### src/rtl/key_event_decoder.sv
// Per-key event decoder: turns a debounced key level into single-cycle
// press/release/short/long/repeat pulses plus a registered key_held level.
module key_event_decoder #(
    parameter bit          ACTIVE_LOW    = 1'b0,
    parameter int unsigned LONG_CYCLES   = 50000000,
    parameter int unsigned REPEAT_CYCLES = 10000000,
    parameter bit          REPEAT_EN     = 1'b1,
    parameter int unsigned CNT_W         = 27
) (
    input  logic clk,
    input  logic rst,
    input  logic key_level,
    output logic press_pulse,
    output logic release_pulse,
    output logic short_press,
    output logic long_press,
    output logic repeat_pulse,
    output logic key_held
);

    localparam logic [CNT_W-1:0] LONG_TC   = CNT_W'(LONG_CYCLES - 1);
    localparam logic [CNT_W-1:0] REPEAT_TC = CNT_W'(REPEAT_CYCLES - 1);

    typedef enum logic [1:0] {
        S_WAIT_REL,
        S_IDLE,
        S_PRESS,
        S_LONG
    } state_t;

    state_t           r_state;
    state_t           w_state_nxt;
    logic [CNT_W-1:0] r_cnt;
    logic [CNT_W-1:0] w_cnt_nxt;

    logic r_press_pulse, r_release_pulse, r_short_press;
    logic r_long_press, r_repeat_pulse, r_key_held;
    logic w_press_nxt, w_release_nxt, w_short_nxt;
    logic w_long_nxt, w_repeat_nxt, w_held_nxt;

    logic w_pressed;
    assign w_pressed = key_level ^ ACTIVE_LOW;

    // State, hold counter and all outputs share one register stage.
    always_ff @(posedge clk) begin
        if (rst) begin
            r_state         <= S_WAIT_REL;
            r_cnt           <= '0;
            r_press_pulse   <= 1'b0;
            r_release_pulse <= 1'b0;
            r_short_press   <= 1'b0;
            r_long_press    <= 1'b0;
            r_repeat_pulse  <= 1'b0;
            r_key_held      <= 1'b0;
        end else begin
            r_state         <= w_state_nxt;
            r_cnt           <= w_cnt_nxt;
            r_press_pulse   <= w_press_nxt;
            r_release_pulse <= w_release_nxt;
            r_short_press   <= w_short_nxt;
            r_long_press    <= w_long_nxt;
            r_repeat_pulse  <= w_repeat_nxt;
            r_key_held      <= w_held_nxt;
        end
    end

    // Release is tested before terminal count so it wins on a coincident edge.
    always_comb begin
        w_state_nxt   = r_state;
        w_cnt_nxt     = r_cnt;
        w_press_nxt   = 1'b0;
        w_release_nxt = 1'b0;
        w_short_nxt   = 1'b0;
        w_long_nxt    = 1'b0;
        w_repeat_nxt  = 1'b0;

        case (r_state)
            S_WAIT_REL: begin
                if (!w_pressed) begin
                    w_state_nxt = S_IDLE;
                    w_cnt_nxt   = '0;
                end
            end
            S_IDLE: begin
                if (w_pressed) begin
                    w_state_nxt = S_PRESS;
                    w_cnt_nxt   = '0;
                    w_press_nxt = 1'b1;
                end
            end
            S_PRESS: begin
                if (!w_pressed) begin
                    w_state_nxt   = S_IDLE;
                    w_cnt_nxt     = '0;
                    w_release_nxt = 1'b1;
                    w_short_nxt   = 1'b1;
                end else if (r_cnt == LONG_TC) begin
                    w_state_nxt = S_LONG;
                    w_cnt_nxt   = '0;
                    w_long_nxt  = 1'b1;
                end else begin
                    w_cnt_nxt = r_cnt + CNT_W'(1);
                end
            end
            S_LONG: begin
                if (!w_pressed) begin
                    w_state_nxt   = S_IDLE;
                    w_cnt_nxt     = '0;
                    w_release_nxt = 1'b1;
                end else if (r_cnt == REPEAT_TC) begin
                    w_cnt_nxt    = '0;
                    w_repeat_nxt = REPEAT_EN;
                end else begin
                    w_cnt_nxt = r_cnt + CNT_W'(1);
                end
            end
            default: begin
                w_state_nxt = S_WAIT_REL;
                w_cnt_nxt   = '0;
            end
        endcase

        w_held_nxt = (w_state_nxt == S_PRESS) || (w_state_nxt == S_LONG);
    end

    assign press_pulse   = r_press_pulse;
    assign release_pulse = r_release_pulse;
    assign short_press   = r_short_press;
    assign long_press    = r_long_press;
    assign repeat_pulse  = r_repeat_pulse;
    assign key_held      = r_key_held;

endmodule

### config.mk
export PLATFORM = sky130hd
export DESIGN_NAME = key_event_decoder
export DESIGN_NICKNAME = d
export VERILOG_FILES = /design/src/rtl/key_event_decoder.sv
export SDC_FILE = /design/constraint.sdc
export NUM_CORES = 1
export LEC_CHECK = 0
export CORE_ASPECT_RATIO = 1.75
export CORE_MARGIN = 3
export CORE_UTILIZATION = 60
export DETAILED_ROUTE_END_ITERATION = 16
export GPL_ROUTABILITY_DRIVEN = 0
export PLACE_DENSITY = 0.78
export SLEW_MARGIN = 20
export SYNTH_ARGS = -nofsm -noshare
export SYNTH_HDL_FRONTEND = slang
export SYNTH_SLANG_ARGS = --single-unit
### constraint.sdc
create_clock -name clk -period 6.76 [get_ports clk]
set_clock_uncertainty 0.1 [all_clocks]
set_input_delay 1.352 -clock clk [delete_from_list [all_inputs] [get_ports clk]]
set_output_delay 1.352 -clock clk [all_outputs]
set_load 0.01 [all_outputs]
==> flow_summary.ini, run 1 <==
[sta]
period_share_pct = 54.4
fin_tns_setup_ns = 0
rsz0062_at_grt = no
final-setup-viol-count = 0
period_minus_slack_ns = 3.68
drv_slew = 0
whs_ns = 0.414
worst_pin_slew_ns = 0.946
finalHoldViolCount = 0
maxSlewHeadroom_pct = 36.7
max_freq_mhz = 272

[synth]
ys_seq_area_share_pct = 37.1
synth_top_area_share_pct = 37.1
ys_types = 44
synth_nets = 230
yosys.area_share.adder_pct = 3.98
synth-xor-area-share_pct = 7.89
async_flop_share_pct = 0
synthSimpleGateAreaFrac_pct = 33.7
synthFlopType = dfxtp_1
synthTopCellsByArea = dfxtp_1, nor2_1, xor2_1, nand4_1, ha_1
synth-edff-count = 0
synth_area_leader_cell = dfxtp_1
syn_area_sq_mm = 0.00189
synth_top_family_by_area = simple AND/OR/NAND/NOR gates
yosys_warnings = 0
synthCells = 221
synth_area_per_cell_sq_um = 8.54
ys_seq_elements = 35
synth.area.mux_share_pct = 2.19
synth_compound_area_share_pct = 12.5

[die]
coreArea_sq_mm = 0.00296
die-area_sq_mm = 0.00388
rows = 26
ios = 9
die_w_um = 48.4
die_h_um = 80.2
start_util_pct = 63.8

[clocking]
cts_sinks = 35
clkTransAtPathRegs_ns = 0.07
cts_resized = 0
cts_tree = built
cts_setup_buffers = 0
ctsHtreeMaxLevel = 2
clk-insertion-delay-late_ns = 0.29
clockRootBuffer = clkbuf_8
hold_buffers = 0
cts_buffers = 5
clk_path_buf_depth = 2

[flow_run]
maxCapViolCount = 0

[power]
power.share.combinational_pct = 8.0
seq_power_share_pct = 53.7
p_leak_nw = 0.634
p_sw_mw = 0.100
sw_frac_of_total_pct = 25.8
clockPowerShare_pct = 38.3
ir_worst_vdd_uv = 169
internal_power_mw = 0.288
power_density_mw_per_mm2 = 187

[routing]
wl_mm = 4.50
first_pass_iters = 4
drc_errors = 0
wl_per_cell_um = 16.5
avgViaCountPerCell = 6.25
drtIter0Drc = 104
via_count = 1707
drtAntennaViolNets = 0

[layout]
multi_input_area_sq_mm = 0.00114
fillers = 236
layout_common_cells = dfxtp_1, nor2_1, nand2_1, nand4_1, xor2_1
regArea_sq_um = 701
layout_commonest_cell = dfxtp_1
area_growth_pct = 9.74
drive_gt1_share_pct = 6.93
final_design_area_no_fill_sq_mm = 0.00207
diodes = 0
nNetsFinal = 239

[grt]
grt_max_degree = 20
grt_pass1_wl_mm = 7.82
grtUsageTotal_pct = 25.5
grt_overflow_total = 0
grt_pass1_vias = 1709
antenna_found_initial = 0

[critical_path]
crit_fanout = 12
start_kind = primary input
criticalPathCategory = in2reg
crit_path_end_kind = flip-flop
required_ns = 6.82
cp.arrival_ns = 3.74

[hold_path]
worst_hold_path_type = reg2reg

[placed_design]
place_hpwl_mm = 3.36
io_buffers = 8
place_area_sq_mm = 0.00199

[outcome]
status = complete, no violations
[state kept, by name, summed over array words and instances, names as in the netlist]
register / count
release_pulse: 1
long_press: 1
short_press: 1
r_state: 2
repeat_pulse: 1
press_pulse: 1
key_held: 1
r_cnt: 27
[cells in the mapped netlist (2+ instances only)]
cell / instances
dfxtp_1: 35
nor2_1: 32
nand2_1: 18
nand4_1: 13
xor2_1: 13
nand3_1: 12
a31oi_1: 11
nor3_1: 8
nor4_1: 7
a21oi_1: 6
ha_1: 6
inv_1: 5
and2_1: 4
nand3b_1: 4
xnor2_1: 4
and4_1: 3
clkbuf_1: 3
mux2i_1: 3
o21ai_0: 3
a22oi_1: 2
and3_1: 2
buf_2: 2
nand2b_1: 2
or2_2: 2
or4b_1: 2
[layer usage]
metal	GRT usage [%]	up-vias	wire, um	part of all wire, %
met2	45.9	59	2370	53
met4	17.4	0	205	4.6
li1	-	829	-	-
met1	25.8	799	1720	38
met3	6.12	20	207	4.6
met5	0	-	0	0
[final cells by class]
class                   instances  share of cell area (%)
clock inverters                 3                   0.725
flip-flops and latches         35                    33.8
well taps                      42                    2.54
clock buffers                   5                    3.32
repair buffers                  8                    3.86
inverters                       5                   0.906
multi-input cells             175                    54.8
[power by group through the flow]
stage	Combinational, mW	Sequential, mW	Clock (mW)
after floorplan	0.0237	0.213	0
after global placement	0.0295	0.213	0
after detailed placement	0.0302	0.213	0
after CTS	0.0304	0.209	0.150
after global routing	0.0343	0.209	0.158
final	0.0309	0.209	0.149
[critical path: stages]
cell,delay [ns]
clkdlybuf4s50_1,0.70
mux2_2,0.45
nor4_1,0.79
nand4_1,0.20
xor2_1,0.18
nor2_1,0.06
[cell families after synthesis]
logic type,count (synthesis)
multiplexers,4
XOR/XNOR,17
adder cells (fa/ha/maj),6
flip-flops,35
AO/OA/AOI/OAI,30
buffers and inverters,11
AND/OR/NAND/NOR,118
[final timing paths]
| kind | startpoint | end | cells past startpoint | slack, ns |
|---|---|---|---|---|
| worst max-delay path | key_level | r_cnt[17]$_SDFFE_PP0P_ | 6 | 3.08 |
| worst min-delay path | r_cnt[24]$_SDFFE_PP0P_ | r_cnt[24]$_SDFFE_PP0P_ | 1 | 0.41 |
| worst max register to register | r_state[0]$_SDFF_PP0_ | r_cnt[17]$_SDFFE_PP0P_ | 7 | 4.12 |
| worst min register to register | r_cnt[24]$_SDFFE_PP0P_ | r_cnt[24]$_SDFFE_PP0P_ | 1 | 0.41 |
[stage by stage]
stage	util, %	instances	setup WS [ns]	power (mW)
floorplan	-	221	3.85	0.237
global placement	67.2	265	2.94	0.243
detailed placement	67.2	265	2.78	0.244
CTS	70.0	273	3.10	0.389
global route	70.0	273	2.86	0.401
finish	70.0	273	3.08	0.388
No activity file was read; power rests on OpenSTA's default activity.
==> run 2, diff against run 1 <==
- CORE_UTILIZATION: 60 -> 59
- PLACE_DENSITY: 0.78 -> 0.77
- clock period: 6.76 -> 3.8 ns (I/O delays scaled with it)
==> run 2 against run 1 <==
Worst setup slack worse by 1.9 ns. Sequential power grew 78%. Global-route usage is 1.3 points lower. Total power is 100% higher. Via count increased by 1.4%. Cell count rose by 0.73%. Die area up 1.5%. Flip-flop and latch count unchanged. Non-clock buffer count up 2. Utilization increased by 0.87 points. Highest routed layer unchanged.
==> flow_summary.ini, run 2 (synthesis results as in run 1) <==
[routing]
wl_mm = 4.45
first_pass_iters = 4
avgViaCountPerCell = 6.29
drc_errors = 0
drtAntennaViolNets = 0
wl_per_cell_um = 16.2
via_count = 1731
drtIter0Drc = 78

[sta]
rsz0062_at_grt = no
drv_slew = 0
worst_pin_slew_ns = 0.607
final-setup-viol-count = 0
finalHoldViolCount = 0
maxSlewHeadroom_pct = 58.9
fin_tns_setup_ns = 0
period_share_pct = 70.0
period_minus_slack_ns = 2.66
max_freq_mhz = 376

[layout]
area_growth_pct = 12.3
layout_common_cells = dfxtp_1, nor2_1, nand2_1, nand4_1, xor2_1
fillers = 253
reg.largest.list = r_cnt x27, r_state x2
regArea_sq_um = 701
top_register = r_cnt
multi_input_area_sq_mm = 0.00114
final_design_area_no_fill_sq_mm = 0.00212
nNetsFinal = 241
drive_gt1_share_pct = 7.73
layout_commonest_cell = dfxtp_1
diodes = 0
largest_reg_flops = 27

[clocking]
clk_path_buf_depth = 2
hold_buffers = 0
cts_tree = built
cts_buffers = 5
cts_sinks = 35
ctsHtreeMaxLevel = 2
clkTransAtPathRegs_ns = 0.07
clk-insertion-delay-late_ns = 0.29
cts_setup_buffers = 0
clockRootBuffer = clkbuf_8
cts_resized = 0

[grt]
grtUsageTotal_pct = 24.2
antenna_found_initial = 0
grt_max_degree = 20
grt_overflow_total = 0
grt_pass1_wl_mm = 7.47
grt_pass1_vias = 1729

[critical_path]
start_kind = primary input
cp.arrival_ns = 2.73
slowest_delay_ns = 0.70
reg2reg_to = r_cnt[6]$_SDFFE_PP0P_
crit_path_end_kind = flip-flop
r2r_cells = 5
crit_slowest_cell = clkdlybuf4s50_1
reg2reg_slack_ns = 1.34
worst_r2r_startpoint = r_cnt[16]$_SDFFE_PP0P_
required_ns = 3.87
crit_fanout = 12
criticalPathCategory = in2reg
worstPathCellList = clkdlybuf4s50_1, mux2_2, nor3_1, nand4_1, xor2_1, nor2_1

[die]
die_w_um = 48.8
start_util_pct = 63.1
coreArea_sq_mm = 0.00299
die-area_sq_mm = 0.00394
die_h_um = 80.8
ios = 9
rows = 26

[hold_path]
worst_hold_path_type = reg2reg
holdPathStages = 1
hold-path-endpoint = r_cnt[24]$_SDFFE_PP0P_
min_from = r_cnt[24]$_SDFFE_PP0P_

[placed_design]
io_buffers = 8
place_hpwl_mm = 3.34
place_area_sq_mm = 0.00200

[flow_run]
maxCapViolCount = 0

[power]
internal_power_mw = 0.600
ir_worst_vdd_uv = 411
power_density_mw_per_mm2 = 366
p_leak_nw = 0.659
power.share.combinational_pct = 7.2
sw_frac_of_total_pct = 22.7
seq_power_share_pct = 47.8
clockPowerShare_pct = 45.0
p_sw_mw = 0.176

[outcome]
status = complete, no violations
==> run 2: final cells by class <==
type,count,area share [%]
Clock buffer,6,3.89
Clock inverter,2,1.65
Inverter,5,0.885
Multi-Input combinational cell,175,53.6
Sequential cell,35,33.0
Tap cell,42,2.48
Timing Repair Buffer,10,4.48
==> run 2: worst max-delay path, delay by kind of cell <==
family	cells	cell delay, ns
and+or+nand+nor	3	0.65
buffers and inverters	1	0.70
muxes	1	0.46
xor gates and xnor gates	1	0.16
==> run 2: worst max-delay path by stage <==
stage	from	to	slack (ns)	depth (start not counted)
finish	key_level	r_cnt[14]$_SDFFE_PP0P_	1.14	6
global route	key_level	r_cnt[14]$_SDFFE_PP0P_	0.97	6
CTS	key_level	r_cnt[14]$_SDFFE_PP0P_	1.16	6
detailed placement	key_level	r_cnt[14]$_SDFFE_PP0P_	0.85	6
global placement	key_level	r_cnt[11]$_SDFFE_PP0P_	0.88	7
floorplan	key_level	r_cnt[17]$_SDFFE_PP0P_	1.49	5
==> run 2: power groups by stage <==
stage | Sequential [mW] | Clock (mW) | Combinational [mW]
after floorplan | 0.380 | 0 | 0.0421
final | 0.371 | 0.349 | 0.0558
after global placement | 0.379 | 0 | 0.0530
after detailed placement | 0.380 | 0 | 0.0554
after global routing | 0.371 | 0.367 | 0.0612
after CTS | 0.371 | 0.354 | 0.0556
==> run 2: metrics by stage <==
step           std cells  hold WS [ns]  power (mW)  utilization, %  setup WS (ns)
2_1_floorplan        221         0.349       0.422               -           1.49
3_3_place_gp         267         0.372       0.432            66.9          0.883
3_5_place_dp         267         0.391       0.435            66.9          0.850
4_1_cts              275         0.404       0.781            70.9           1.16
5_1_grt              275         0.414       0.799            70.9          0.966
6_report             275         0.407       0.776            70.9           1.14
==> run 2: per-layer routing <==
metal	track usage (%)	vias up	share of wire (%)
met5	0	-	0
met4	18.2	0	5.3
met3	5.14	24	4.6
met2	45.5	66	51
met1	22.7	813	39
li1	-	828	-
